<file path="config.mk">
export PLATFORM = sky130hd
export DESIGN_NAME = alu_share_sequencer
export DESIGN_NICKNAME = d
export VERILOG_FILES = /design/src/rtl/alu_share_sequencer.sv
export SDC_FILE = /design/constraint.sdc
export NUM_CORES = 1
export LEC_CHECK = 0
export CORE_ASPECT_RATIO = 1.75
export CORE_MARGIN = 5
export CORE_UTILIZATION = 38
export CTS_CLUSTER_DIAMETER = 60
export CTS_CLUSTER_SIZE = 12
export DETAILED_ROUTE_END_ITERATION = 10
export GPL_TIMING_DRIVEN = 0
export PLACE_DENSITY = 0.87
export SETUP_SLACK_MARGIN = 0.1
export SLEW_MARGIN = 20
export SYNTH_ARGS = -nofsm -noshare
export SYNTH_HDL_FRONTEND = slang
export SYNTH_SLANG_ARGS = --single-unit
</file>
<file path="constraint.sdc">
create_clock -name clk -period 2.4 [get_ports clk]
set_input_delay 0.48 -clock clk [delete_from_list [all_inputs] [get_ports clk]]
set_output_delay 0.48 -clock clk [all_outputs]
set_load 0.01 [all_outputs]
</file>
<file path="src/rtl/alu_share_sequencer.sv">
// rtl/alu_share_sequencer.sv - round-robin sequencer sharing one ALU between two requesters
// Optional macro ALU_SEQ_FIXED_PRIO_EN selects fixed priority (requester 0 wins) instead of round-robin.
module alu_share_sequencer #(
   parameter int WIDTH = 32
) (
   input  logic             clk,
   input  logic             reset,
   input  logic             req0_valid,
   output logic             req0_ready,
   input  logic [3:0]       req0_op,
   input  logic [WIDTH-1:0] req0_a,
   input  logic [WIDTH-1:0] req0_b,
   input  logic             req1_valid,
   output logic             req1_ready,
   input  logic [3:0]       req1_op,
   input  logic [WIDTH-1:0] req1_a,
   input  logic [WIDTH-1:0] req1_b,
   output logic [3:0]       alu_op,
   output logic [WIDTH-1:0] alu_a,
   output logic [WIDTH-1:0] alu_b,
   input  logic [WIDTH-1:0] alu_result,
   output logic             resp_valid,
   input  logic             resp_ready,
   output logic [WIDTH-1:0] resp_data,
   output logic             resp_id,
   output logic             busy
);

   localparam logic [1:0] IDLE = 2'd0;
   localparam logic [1:0] EXEC = 2'd1;
   localparam logic [1:0] RESP = 2'd2;

   logic [1:0] state;
   logic       grant;
   logic       accept;

`ifdef ALU_SEQ_FIXED_PRIO_EN
   always_comb begin
      grant = ~req0_valid;
   end
`else
   logic last_grant;

   // On contention the requester not served last time wins.
   always_comb begin
      if (req0_valid && req1_valid)
         grant = ~last_grant;
      else
         grant = ~req0_valid;
   end

   always_ff @(posedge clk) begin
      if (reset)
         last_grant <= 1'b1;
      else if (accept)
         last_grant <= grant;
   end
`endif

   // Reset suppresses the handshake so no request is lost during the reset cycle.
   assign accept     = (state == IDLE) && (req0_valid || req1_valid) && !reset;
   assign req0_ready = accept && !grant;
   assign req1_ready = accept && grant;
   assign resp_valid = (state == RESP);
   assign busy       = (state != IDLE);

   always_ff @(posedge clk) begin
      if (reset) begin
         state     <= IDLE;
         alu_op    <= 4'b0000;
         alu_a     <= '0;
         alu_b     <= '0;
         resp_data <= '0;
         resp_id   <= 1'b0;
      end else begin
         case (state)
            IDLE: begin
               if (accept) begin
                  alu_op  <= grant ? req1_op : req0_op;
                  alu_a   <= grant ? req1_a  : req0_a;
                  alu_b   <= grant ? req1_b  : req0_b;
                  resp_id <= grant;
                  state   <= EXEC;
               end
            end
            EXEC: begin
               resp_data <= alu_result;
               state     <= RESP;
            end
            RESP: begin
               if (resp_ready)
                  state <= IDLE;
            end
            default: state <= IDLE;
         endcase
      end
   end

endmodule

</file>
==> run summary, run 1 <==
# clock sinks: 104
syn avg cell area: 9.61 sq um
share of cells above drive strength 1: 6.97%
DIE HEIGHT: 146 um
CTS max path bufs: 2
Final setup viols: 0
DR vias/cell: 5.35
LEAKAGE: 2.95 nW
crit path kind: reg -> out
DRT iter0 DRCs: 161
post-DP HPWL: 12.8 mm
port buffer count: 277
# rows: 50
Fin. Hold Viols: 0
Max Cap Violations: 0
nets: 885
die width: 88.0 um
hold_sp: resp_data[2]
number of global-route vias before repair: 4717
CP Capture Type: primary output
final core utilization: 69.1%
period utilization: 93.5%
pre-CTS setup slack: -0.533 ns
1st-pass router iterations: 4
placed cell area: 6980 sq um
Max IR drop VDD: 410 uV
count of warnings emitted by yosys: 0
most frequent cells in the layout: clkdlybuf4s50_1, dfxtp_1, nand2_1, and3_1, a221o_1
fillcell total: 830
setup ws final: 0.156 ns
area grow syn2layout: 80.6%
arrival time worst endpoint: 1.76 ns
final-report max-slew violation count: 0
IO Count: 278
CP max FO: 10
CP required: 1.92 ns
largest net degree at the start of global routing: 20
reg2reg setup slack: 0.89 ns
f_max: 446 MHz
CTS tree: built
Die ar.: 12900 sq um
Clock Latency Late Sink: 0.35 ns
final instance area: 7300 sq um
worst hold stages: 2
post-synthesis cell area: 4040 sq um
Multi-input gate area: 1710 sq um
RSZ-0062 raised after global routing: true
GPL Wtd Cong: 0.894
reg-to-reg endpoint: alu_a[20]
CTS Hold Bufs: 0
syn_nets: 594
DRC: 0
initial antenna violation count: 1
Reg2Reg Depth: 4
Yosys top cell by area: dfxtp_1
Fin Clk Skew: 0.00989 ns
min-delay worst type: reg -> reg
sequential share of the synthesized area: 51.5%
core area: 10600 sq um
top cell type's share of synthesized area: 51.5%
Synth area leaders: dfxtp_1, a221o_1, and3_1, nand2_1, a21oi_1
Slew @ Worst Pin: 0.539 ns
Hold Path End: resp_data[2]
H-Tree Depth: 3
Antenna Nets Post-Route: 0
DR WL/cell: 19.1 um
Vias: 4539
Yosys cell types: 27
Power Density: 626 nW/um^2
first-pass GRT wire length: 24.6 mm
most common cell after layout, fill and taps aside: clkdlybuf4s50_1
Global Route Usage Sum: 24.4%
Worst slew margin: 64.1%
minimum clock period: 2.24 ns
synthesized instance count: 421
total power: 4.57 mW
R2R Path Start: state[0]
status: finished, final reports clean
Inserted Clock Buffers: 9
Initial Utilization: 38.2%
total gr overflow: 0
clk slew on worst S/H paths: 0.07 ns
flops & latches, synth: 104
Startpoint Class: flip-flop
Storage cell area: 2080 sq um
Root Driver: clkbuf_16
Detailed Route WL: 16.2 mm
[worst max-delay path, stage by stage (launching register included)]
cell and delay [ns]:
dfxtp_1 0.44, nor2_2 0.09, inv_1 0.09, clkbuf_2 0.23, clkdlybuf4s50_1 0.58
[routing by layer]
metal,GRT usage [%],vias up,part of all wire [%]
met5,0,-,0
met4,10.8,0,3.9
met3,6.83,43,8.8
met2,43.9,240,53
met1,25.4,2105,35
li1,-,2151,-
[sequential cells by signal, indices dropped and copies added, names as in the netlist]
signal,flops
alu_a,32
alu_b,32
resp_data,32
alu_op,4
state,2
last_grant,1
resp_id,1
[power breakdown]
group,switching [mW],internal (mW)
Clock,0.696,0.730
Sequential,0.0959,1.89
Combinational,0.465,0.697
[how the worst max path moves through the flow]
stage,start,to
after floorplan,reset,req0_ready
after global placement,reset,req0_ready
after detailed placement,reset,req0_ready
after CTS,req1_valid,req0_ready
after global routing,state[0],busy
final,state[0],busy
[final cells by class]
cell class | count | share of cell area, %
timing repair buffer | 280 | 38.2
sequential | 104 | 28.5
multi-input combinational | 271 | 23.4
buffer | 45 | 3.63
clock buffer | 9 | 3.08
tap | 130 | 2.23
clock inverter | 7 | 0.857
inverter | 1 | 0.0514
antenna | 1 | 0.0343
[logic make-up after synthesis]
family / after synthesis / share of synthesized area [%]
flip-flops: 104 / 51.5
AO/OA/AOI/OAI: 115 / 22.1
AND/OR/NAND/NOR: 156 / 19.9
buffers and inverters: 46 / 6.56
[synth_stat cells]
library cell / count
nand2b_1: 2
nor3_1: 2
inv_1: 1
nor3_4: 1
buf_6: 9
nor2b_1: 2
a211o_1: 1
dfxtp_1: 104
or2b_1: 1
nand3_1: 10
a21oi_2: 1
a21oi_1: 34
clkbuf_2: 1
buf_1: 2
clkbuf_1: 20
o21ai_0: 10
and2_1: 1
buf_2: 10
or2_1: 1
a221o_1: 58
and3_1: 59
nor2_1: 2
nand2_1: 65
a31oi_1: 10
a21boi_2: 1
buf_4: 3
nand4_1: 10
[stage by stage]
stage	setup TNS [ns]	hold slack (ns)	cells
2_1_floorplan	0	0.471	421
3_5_place_dp	-1.02	0.447	828
5_1_grt	0	0.480	848
3_3_place_gp	-1.01	0.442	828
4_1_cts	0	0.457	847
6_report	0	0.455	848
[what timing repair did]
| action | 4_1_cts | 5_1_grt |
|---|---|---|
| resized for setup | 9 | 5 |
| setup endpoints to repair | 3 | 3 |
| pin swaps | 1 | 1 |
| buffers inserted | 3 | 0 |
| endpoints found under the hold margin | 0 | 0 |
Power figures use the tool's default switching activity.
==> run 2: changes to the inputs <==
- HOLD_SLACK_MARGIN: not set -> 0.08
==> results of run 2 <==
Same layout as run 1: the final DEF is identical, and so are final timing and power.
==> run 3: changes to the inputs <==
- TNS_END_PERCENT: not set -> 10
==> run 3 against run 2 <==
Clock power about the same. Cell count shrank 0.12%. Flip-flop and latch count unchanged. Power fell by 0.21%. Register-to-register slack worse by 0.03 ns. Die area did not move. Routed wire length shrank 0.73%. Utilization is 0.083 points lower. Sequential share of layout area barely moved. Clock skew hardly changed. Combinational power about the same. Count of clock-buffer cells in the layout did not move. Largest power group unchanged.
==> run summary, run 3 (synthesized netlist as in run 1, its figures left out) <==
# clock sinks: 104
Antenna Nets Post-Route: 0
Die ar.: 12900 sq um
Initial Utilization: 38.2%
Vias: 4488
Worst slew margin: 65.5%
crit path kind: in -> out
CTS tree: built
fillcell total: 832
arrival time worst endpoint: 1.85 ns
placed cell area: 6980 sq um
CP Cell Sequence: clkdlybuf4s50_1 -> nand2b_1 -> and3_1 -> buf_6 -> buf_6 -> dlygate4sd2_1
initial antenna violation count: 0
crit path to: req0_ready
CP Capture Type: primary output
reg-to-reg endpoint: alu_a[20]
RSZ-0062 raised after global routing: true
share of cells above drive strength 1: 6.69%
DRT iter0 DRCs: 178
hold_sp: resp_data[2]
Detailed Route WL: 16.1 mm
nets: 885
CP max FO: 10
area grow syn2layout: 80.4%
Fin Clk Skew: 0.0102 ns
Worst path max stage delay: 0.52 ns
f_max: 430 MHz
Startpoint Class: input pin
H-Tree Depth: 3
CTS max path bufs: 2
IO Count: 278
final instance area: 7290 sq um
R2R Path Start: state[1]
Global Route Usage Sum: 24.4%
Power Density: 625 nW/um^2
DRC: 0
Antenna diodes: 0
DR vias/cell: 5.30
total power: 4.56 mW
Final setup viols: 0
min-delay worst type: reg -> reg
Clock Latency Late Sink: 0.34 ns
die width: 88.0 um
post-DP HPWL: 12.8 mm
Max IR drop VDD: 408 uV
CP required: 1.92 ns
Inserted Clock Buffers: 9
first element of the critical path: req1_valid
total gr overflow: 0
pre-CTS setup slack: -0.533 ns
DR WL/cell: 19.0 um
period utilization: 97.0%
delay-heaviest family, CP: buffers and inverters
minimum clock period: 2.33 ns
Non-Filler Instances: 847
first-pass GRT wire length: 24.6 mm
Reg2Reg Depth: 4
reg2reg setup slack: 0.86 ns
GPL Wtd Cong: 0.894
# rows: 50
final-report max-slew violation count: 0
clk slew on worst S/H paths: 0.07 ns
Critical Path Slowest Stage Cell: clkdlybuf4s50_1
worst hold slack: 0.455 ns
DIE HEIGHT: 146 um
Root Driver: clkbuf_16
Fin. Hold Viols: 0
setup ws final: 0.0732 ns
cell count along the critical path: 6
largest net degree at the start of global routing: 20
Max Cap Violations: 0
Slew @ Worst Pin: 0.517 ns
Placed Instances: 828
port buffer count: 277
most frequent cells in the layout: clkdlybuf4s50_1, dfxtp_1, nand2_1, and3_1, a221o_1
worst path buffer plus inverter count: 4
CTS Hold Bufs: 0
most common cell after layout, fill and taps aside: clkdlybuf4s50_1
largest registers: alu_a: 32 flops, alu_b: 32 flops, resp_data: 32 flops
1st-pass router iterations: 5
number of global-route vias before repair: 4717
LEAKAGE: 2.94 nW
Most Frequent Cell on Critical Path: buf_6
status: finished, final reports clean
core area: 10600 sq um
-- run 3: changes by cell type in the layout (fill, tap and decap cells not counted) --
cell / before / now
clkdlybuf4s15_2: 1 / 0
clkdlybuf4s50_1: 272 / 273
dfxtp_1: 103 / 104
dfxtp_2: 1 / 0
diode_2: 1 / 0
dlygate4sd2_1: 2 / 3
dlymetal6s2s_1: 1 / 0
-- run 3: routing by layer --
metal	track usage (%)	part of all wire [%]	routed length, um
met2	43.9	53	8480
met1	25.4	35	5690
met4	10.8	3.6	585
met5	0	0	0
met3	6.83	8.3	1330
-- run 3: final cells by class --
type / instances / area [sq um] / share of cell area (%)
Timing Repair Buffer: 280 / 2790 / 38.2
Sequential cell: 104 / 2080 / 28.5
Multi-Input combinational cell: 271 / 1710 / 23.4
Buffer: 45 / 265 / 3.64
Clock buffer: 9 / 225 / 3.09
Tap cell: 130 / 163 / 2.23
Clock inverter: 7 / 62.6 / 0.858
Inverter: 1 / 3.75 / 0.0515
-- run 3: timing repair --
| action | 4_1_cts | 5_1_grt |
|---|---|---|
| pin swaps | 1 | 0 |
| gates resized for setup | 6 | 5 |
| setup buffers | 3 | 0 |
| setup endpoints to repair | 3 | 3 |
-- run 3: worst min path at each step --
stage | to | cells past startpoint
finish | resp_data[2] | 2
global route | resp_data[10] | 2
detailed placement | resp_data[10] | 2
global placement | resp_data[28] | 2
CTS | resp_data[21] | 2
floorplan | last_grant | 1
-- run 3: power breakdown --
group	switching, mW	internal, mW
Combinational	0.463	0.697
Sequential	0.0953	1.89
Clock	0.690	0.731
-- run 3: tightest hold or removal path, delay by kind of cell, from the launching register on --
kind | cells | cell delay (ns)
AO/OA/AOI/OAI | 1 | 0.05
flip-flops | 1 | 0.31
AND/OR/NAND/NOR | 1 | 0.05
-- run 3: through the flow --
stage | utilization [%] | TNS [ns]
finish | 69.0 | 0
global route | 69.0 | 0
CTS | 69.0 | 0
detailed placement | 66.0 | -1.02
global placement | 66.0 | -1.01
floorplan | - | 0
